$ cat src/rtl/lvds_align_pkg.sv
// Shared types and constants for the LVDS word-alignment trainer.
// Polarity detection is compiled in with WORD_ALIGN_POL_DETECT_EN.
package lvds_align_pkg;

  typedef enum logic [2:0] {
    IDLE,
    WAIT,
    CHECK,
    SLIP,
    LOCKED,
    FAIL
  } align_state_e;

  localparam logic [11:0] TRAIN_PATTERN_DEFAULT = 12'hFC0;

  // Width needed to count 0..data_w bitslips without wrapping.
  function automatic int slip_cnt_w(input int data_w);
    return $clog2(data_w + 1);
  endfunction

endpackage

$ cat src/rtl/lvds_pattern_cmp.sv
// Registered comparison of a deserialised word against the training pattern.
// The inverted-pattern match exists only with WORD_ALIGN_POL_DETECT_EN.
module lvds_pattern_cmp
  import lvds_align_pkg::*;
#(
  parameter int                DATA_W  = 12,
  parameter logic [DATA_W-1:0] PATTERN = DATA_W'(TRAIN_PATTERN_DEFAULT)
) (
  input  logic              clk,
  input  logic              rst,
  input  logic [DATA_W-1:0] data_in,
  output logic              match,
  output logic              match_inv
);

  logic match_d, match_q;
  logic match_inv_d, match_inv_q;

  always_comb begin
    match_d = (data_in == PATTERN);
`ifdef WORD_ALIGN_POL_DETECT_EN
    match_inv_d = (data_in == ~PATTERN);
`else
    match_inv_d = 1'b0;
`endif
  end

  always_ff @(posedge clk) begin
    if (!rst) begin
      match_q     <= 1'b0;
      match_inv_q <= 1'b0;
    end else begin
      match_q     <= match_d;
      match_inv_q <= match_inv_d;
    end
  end

  assign match     = match_q;
  assign match_inv = match_inv_q;

endmodule

$ cat src/rtl/lvds_word_align.sv
// Word-alignment trainer: issues bitslips until the training pattern lines up,
// then locks and forwards data. Optional polarity detect: WORD_ALIGN_POL_DETECT_EN.
module lvds_word_align
  import lvds_align_pkg::*;
#(
  parameter int                DATA_W        = 12,
  parameter logic [DATA_W-1:0] TRAIN_PATTERN = DATA_W'(TRAIN_PATTERN_DEFAULT),
  parameter int                SLIP_WAIT     = 2,
  parameter int                LOCK_CNT      = 4,
  parameter int                LOSS_CNT      = 3
) (
  input  logic                          clk,
  input  logic                          rst,
  input  logic                          train_en,
  input  logic                          realign,
  input  logic [DATA_W-1:0]             data_in,
  output logic                          bitslip,
  output logic                          locked,
  output logic                          align_err,
  output logic [slip_cnt_w(DATA_W)-1:0] slip_count,
  output logic                          pol_inv,
  output logic [DATA_W-1:0]             data_out,
  output logic                          data_out_valid
);

  localparam int SLIP_W  = slip_cnt_w(DATA_W);
  localparam int WAIT_W  = $clog2(SLIP_WAIT + 1);
  localparam int MATCH_W = $clog2(LOCK_CNT + 1);
  localparam int LOSS_W  = $clog2(LOSS_CNT + 1);
`ifdef WORD_ALIGN_POL_DETECT_EN
  localparam bit POL_EN = 1'b1;
`else
  localparam bit POL_EN = 1'b0;
`endif

  align_state_e        state_d, state_q;
  logic [WAIT_W-1:0]   wait_cnt_d, wait_cnt_q;
  logic [MATCH_W-1:0]  match_cnt_d, match_cnt_q;
  logic [LOSS_W-1:0]   loss_cnt_d, loss_cnt_q;
  logic [SLIP_W-1:0]   slip_cnt_d, slip_cnt_q;
  logic                run_inv_d, run_inv_q;
  logic                pol_inv_d, pol_inv_q;
  logic [DATA_W-1:0]   data_out_d, data_out_q;
  logic                data_out_valid_d, data_out_valid_q;

  logic cmp_match, cmp_match_inv;
  logic hit_inv, hit_any, run_ok, lock_hit;

  lvds_pattern_cmp #(
    .DATA_W  (DATA_W),
    .PATTERN (TRAIN_PATTERN)
  ) u_cmp (
    .clk       (clk),
    .rst       (rst),
    .data_in   (data_in),
    .match     (cmp_match),
    .match_inv (cmp_match_inv)
  );

  // A run of matches must keep the polarity of its first match.
  assign hit_inv  = cmp_match_inv & POL_EN;
  assign hit_any  = cmp_match | hit_inv;
  assign run_ok   = (match_cnt_q == '0) || (hit_inv == run_inv_q);
  assign lock_hit = pol_inv_q ? hit_inv : cmp_match;

  always_ff @(posedge clk) begin
    if (!rst) begin
      state_q     <= IDLE;
      wait_cnt_q  <= '0;
      match_cnt_q <= '0;
      loss_cnt_q  <= '0;
      slip_cnt_q  <= '0;
      run_inv_q   <= 1'b0;
      pol_inv_q   <= 1'b0;
    end else begin
      state_q     <= state_d;
      wait_cnt_q  <= wait_cnt_d;
      match_cnt_q <= match_cnt_d;
      loss_cnt_q  <= loss_cnt_d;
      slip_cnt_q  <= slip_cnt_d;
      run_inv_q   <= run_inv_d;
      pol_inv_q   <= pol_inv_d;
    end
  end

  always_comb begin
    state_d     = state_q;
    wait_cnt_d  = wait_cnt_q;
    match_cnt_d = match_cnt_q;
    loss_cnt_d  = loss_cnt_q;
    slip_cnt_d  = slip_cnt_q;
    run_inv_d   = run_inv_q;
    pol_inv_d   = pol_inv_q;
    case (state_q)
      IDLE: begin
        if (train_en) begin
          state_d     = WAIT;
          wait_cnt_d  = WAIT_W'(SLIP_WAIT);
          match_cnt_d = '0;
          loss_cnt_d  = '0;
          slip_cnt_d  = '0;
        end
      end
      WAIT: begin
        if (!train_en) begin
          state_d = IDLE;
        end else if (wait_cnt_q <= WAIT_W'(1)) begin
          // Leave one count behind to skip the comparator's register stage.
          state_d    = CHECK;
          wait_cnt_d = WAIT_W'(1);
        end else begin
          wait_cnt_d = wait_cnt_q - WAIT_W'(1);
        end
      end
      CHECK: begin
        if (!train_en) begin
          state_d = IDLE;
        end else if (wait_cnt_q != '0) begin
          wait_cnt_d = '0;
        end else if (hit_any && run_ok) begin
          run_inv_d = hit_inv;
          if (match_cnt_q == MATCH_W'(LOCK_CNT - 1)) begin
            state_d     = LOCKED;
            match_cnt_d = MATCH_W'(LOCK_CNT);
            loss_cnt_d  = '0;
            pol_inv_d   = hit_inv;
          end else begin
            match_cnt_d = match_cnt_q + MATCH_W'(1);
          end
        end else begin
          match_cnt_d = '0;
          state_d     = (slip_cnt_q == SLIP_W'(DATA_W - 1)) ? FAIL : SLIP;
        end
      end
      SLIP: begin
        slip_cnt_d = slip_cnt_q + SLIP_W'(1);
        state_d    = train_en ? WAIT : IDLE;
        wait_cnt_d = WAIT_W'(SLIP_WAIT);
      end
      LOCKED: begin
        if (train_en) begin
          if (lock_hit) begin
            loss_cnt_d = '0;
          end else if (loss_cnt_q == LOSS_W'(LOSS_CNT - 1)) begin
            state_d     = WAIT;
            wait_cnt_d  = WAIT_W'(SLIP_WAIT);
            match_cnt_d = '0;
            loss_cnt_d  = '0;
            slip_cnt_d  = '0;
          end else begin
            loss_cnt_d = loss_cnt_q + LOSS_W'(1);
          end
        end
      end
      FAIL: begin
        if (!train_en) state_d = IDLE;
      end
      default: state_d = IDLE;
    endcase
    if (realign) begin
      state_d     = train_en ? WAIT : IDLE;
      wait_cnt_d  = WAIT_W'(SLIP_WAIT);
      match_cnt_d = '0;
      loss_cnt_d  = '0;
      slip_cnt_d  = '0;
    end
    if (state_d != LOCKED) pol_inv_d = 1'b0;
  end

  always_comb begin
    bitslip   = (state_q == SLIP);
    locked    = (state_q == LOCKED);
    align_err = (state_q == FAIL);
  end

  // Output register stage: aligned word and its qualifier.
  always_comb begin
    data_out_d       = pol_inv_q ? ~data_in : data_in;
    data_out_valid_d = locked;
  end

  always_ff @(posedge clk) begin
    if (!rst) begin
      data_out_q       <= '0;
      data_out_valid_q <= 1'b0;
    end else begin
      data_out_q       <= data_out_d;
      data_out_valid_q <= data_out_valid_d;
    end
  end

  assign slip_count     = slip_cnt_q;
  assign pol_inv        = pol_inv_q;
  assign data_out       = data_out_q;
  assign data_out_valid = data_out_valid_q;

endmodule
$ cat config.mk
export PLATFORM = sky130hd
export DESIGN_NAME = lvds_word_align
export DESIGN_NICKNAME = d
export VERILOG_FILES = /design/src/rtl/lvds_align_pkg.sv /design/src/rtl/lvds_pattern_cmp.sv /design/src/rtl/lvds_word_align.sv
export SDC_FILE = /design/constraint.sdc
export NUM_CORES = 1
export LEC_CHECK = 0
export ABC_AREA = 1
export CORE_MARGIN = 5
export CORE_UTILIZATION = 25
export CTS_BUF_LIST = sky130_fd_sc_hd__clkbuf_16
export DETAILED_ROUTE_END_ITERATION = 6
export PLACE_DENSITY = 0.51
export SLEW_MARGIN = 0
export SYNTH_ARGS = -nofsm -noshare
export SYNTH_HDL_FRONTEND = slang
export SYNTH_HIERARCHICAL = 1
export SYNTH_SLANG_ARGS = --single-unit
$ cat constraint.sdc
create_clock -name clk -period 2.2 [get_ports clk]
set_input_delay 0.44 -clock clk [delete_from_list [all_inputs] [get_ports clk]]
set_output_delay 0.44 -clock clk [all_outputs]
set_load 0.02 [all_outputs]
==> results of run 1 <==
==> power by group through the flow <==
stage	clock [W]	sequential, W	combinational [W]
finish	0.000432	0.000557	0.000279
global route	0.000467	0.000562	0.000314
CTS	0.000438	0.000558	0.000283
detailed placement	0	0.000568	0.000281
global placement	0	0.000568	0.000284
floorplan	0	0.000574	0.000180
==> layout make-up <==
class / count / area share (%)
Clock inverter: 1 / 0.1911
Clock buffer: 3 / 3.822
Timing Repair Buffer: 40 / 19.75
Multi-Input combinational cell: 137 / 36.37
Sequential cell: 28 / 28.60
Inverter: 35 / 6.688
Tap cell: 72 / 4.586
==> worst paths after layout <==
check | from | end | slack (ns) | depth (start not counted)
hold reg to reg | match_cnt_q[2] | match_cnt_q[2] | 0.48 | 2
hold / removal | match_cnt_q[2] | match_cnt_q[2] | 0.48 | 2
setup reg to reg | match_cnt_q[0] | state_q[2] | 0.76 | 12
setup / recovery | state_q[0] | locked | 0.14 | 4
==> metrics by stage <==
| step | utilization [%] | total power (W) | std cells | area (µm²) | hold slack, ns |
|---|---|---|---|---|---|
| floorplan | - | 0.0007548 | 204 | 1434 | 0.4453 |
| global placement | 34.01 | 0.0008518 | 312 | 1884 | 0.4558 |
| detailed placement | 34.01 | 0.0008496 | 312 | 1884 | 0.4665 |
| CTS | 35.46 | 0.001278 | 316 | 1964 | 0.4788 |
| global route | 35.46 | 0.001343 | 316 | 1964 | 0.5006 |
| finish | 35.46 | 0.001268 | 316 | 1964 | 0.4786 |
==> routing by layer <==
layer	track usage (%)	routed length, µm	up-vias
met5	0	0	-
met4	3.453	38	0
met3	4.803	349	4
met2	15.47	1454	40
met1	11.38	1429	558
li1	-	-	706
==> registers in the layout (all words and copies together) (netlist names) <==
register,flops
data_out,12
data_out_valid,1
loss_cnt_q,2
match_cnt_q,3
slip_count,4
state_q,3
u_cmp/match,1
wait_cnt_q,2
==> worst min-delay path: cells and delay by family (launching register included) <==
| kind | cells | cell delay, ns |
|---|---|---|
| flip-flops | 1 | 0.32 |
| AO/OA/AOI/OAI | 1 | 0.06 |
| AND/OR/NAND/NOR | 1 | 0.06 |
==> results.cfg, run 1 <==
[status]
status = finished, final reports clean

[worst_setup_path]
cp-start-kind = register
max_stage_delay_ns = 0.61
cpLargestDelayFamily = buffers and inverters
worst_ep_required_time_ns = 1.76
slowest_stage = clkdlybuf4s50_1
end_kind = output port
cp.arrival_ns = 1.62
critPathMaxFanout = 8
cp_num_buf_inv = 2
setup.worst_path.class = reg2out
crit_chain = nor2_4 -> nand2_2 -> inv_2 -> clkdlybuf4s50_1

[cts]
post_cts_buffers = 0
cts_resized = 1
h-tree-depth = 1
cts_sinks = 28
clk_latency_ns = 0.27
cts_max_path_buffers = 2
holdBufCountCts = 0
clk_pin_slew_ns = 0.07
cts_root_buffer = clkbuf_16
cts_tree = built
cts_made_buffers = 3

[sta]
setup_ws_ns = 0.1406
setup-tns-final_ns = 0
final.period_utilization_pct = 93.61
drv_slew = 0
max_freq_mhz = 485.6
hold_violations = 0
rsz0062_at_grt = false
setup_viol = 0
fin_crit_ns = 2.059
clock_skew_ns = 0.005234

[final_layout]
fill_cells = 587
final_common_cell = nand2_1
synthToLayoutAreaGrowth_pct = 37.00
multi_input_area_um2 = 714.4
nNetsFinal = 264
regArea_um2 = 561.8
n_antenna_cell = 0
layout_common_cells = nand2_1 (51), clkdlybuf4s50_1 (35), inv_1 (29)
layout-drive-gt1-share_pct = 13.93

[pwr]
swShare_pct = 29.17
p_clk_share_pct = 34.0
intPower_w = 0.0008983
p_per_area_nw_per_um2 = 645.7
p_seq_share_pct = 44.0
p_leak_nw = 0.8883
switchingPower_w = 0.0003700
peakVddDrop_uv = 282.7
p_comb_share_pct = 22.0

[min_path]
hold_class = reg2reg

[logic_synthesis]
synth_nets = 223
synth_area_um2 = 1434
ys_warn_count = 6
syn_avg_cell_area_um2 = 7.029
syn_inst = 204

[detailed_routing]
vias = 1308
drc = 0
drt-wirelength-per-cell_um = 10.35
ant_nets = 0
vias_per_cell = 4.139
drtPass1Iterations = 4
drt_iter0_markers = 32
wl_um = 3272

[placed_design]
io_buffers = 35
dp_hpwl_um = 2535
place_worst_setup_slack_ns = 0.2679
gp_congestion = 0.8581

[floorplanning]
start_util_pct = 25.88
die-area_um2 = 7350
die_w_um = 85.74
rows = 27
core_um2 = 5540
die-height_um = 85.74
io_pins = 37

[global_routing]
gr-total-overflow = 0
antenna_found_initial = 0
grt_pass1_vias = 1242
grtUsageTotal_pct = 9.747
grt_pass1_wl_um = 5727
grt_max_degree = 17

[run]
maxCapViolCount = 0
Power figures use the tool's default switching activity.
==> run 2: changes to the inputs <==
--- a/config.mk
+++ b/config.mk
@@ -6,6 +6,7 @@
 export NUM_CORES = 1
 export LEC_CHECK = 0
 export ABC_AREA = 1
+export CAP_MARGIN = 20
 export CORE_MARGIN = 5
 export CORE_UTILIZATION = 25
 export CTS_BUF_LIST = sky130_fd_sc_hd__clkbuf_16
==> results of run 2 <==
No change in the layout: final DEF, timing and power equal those of run 1.
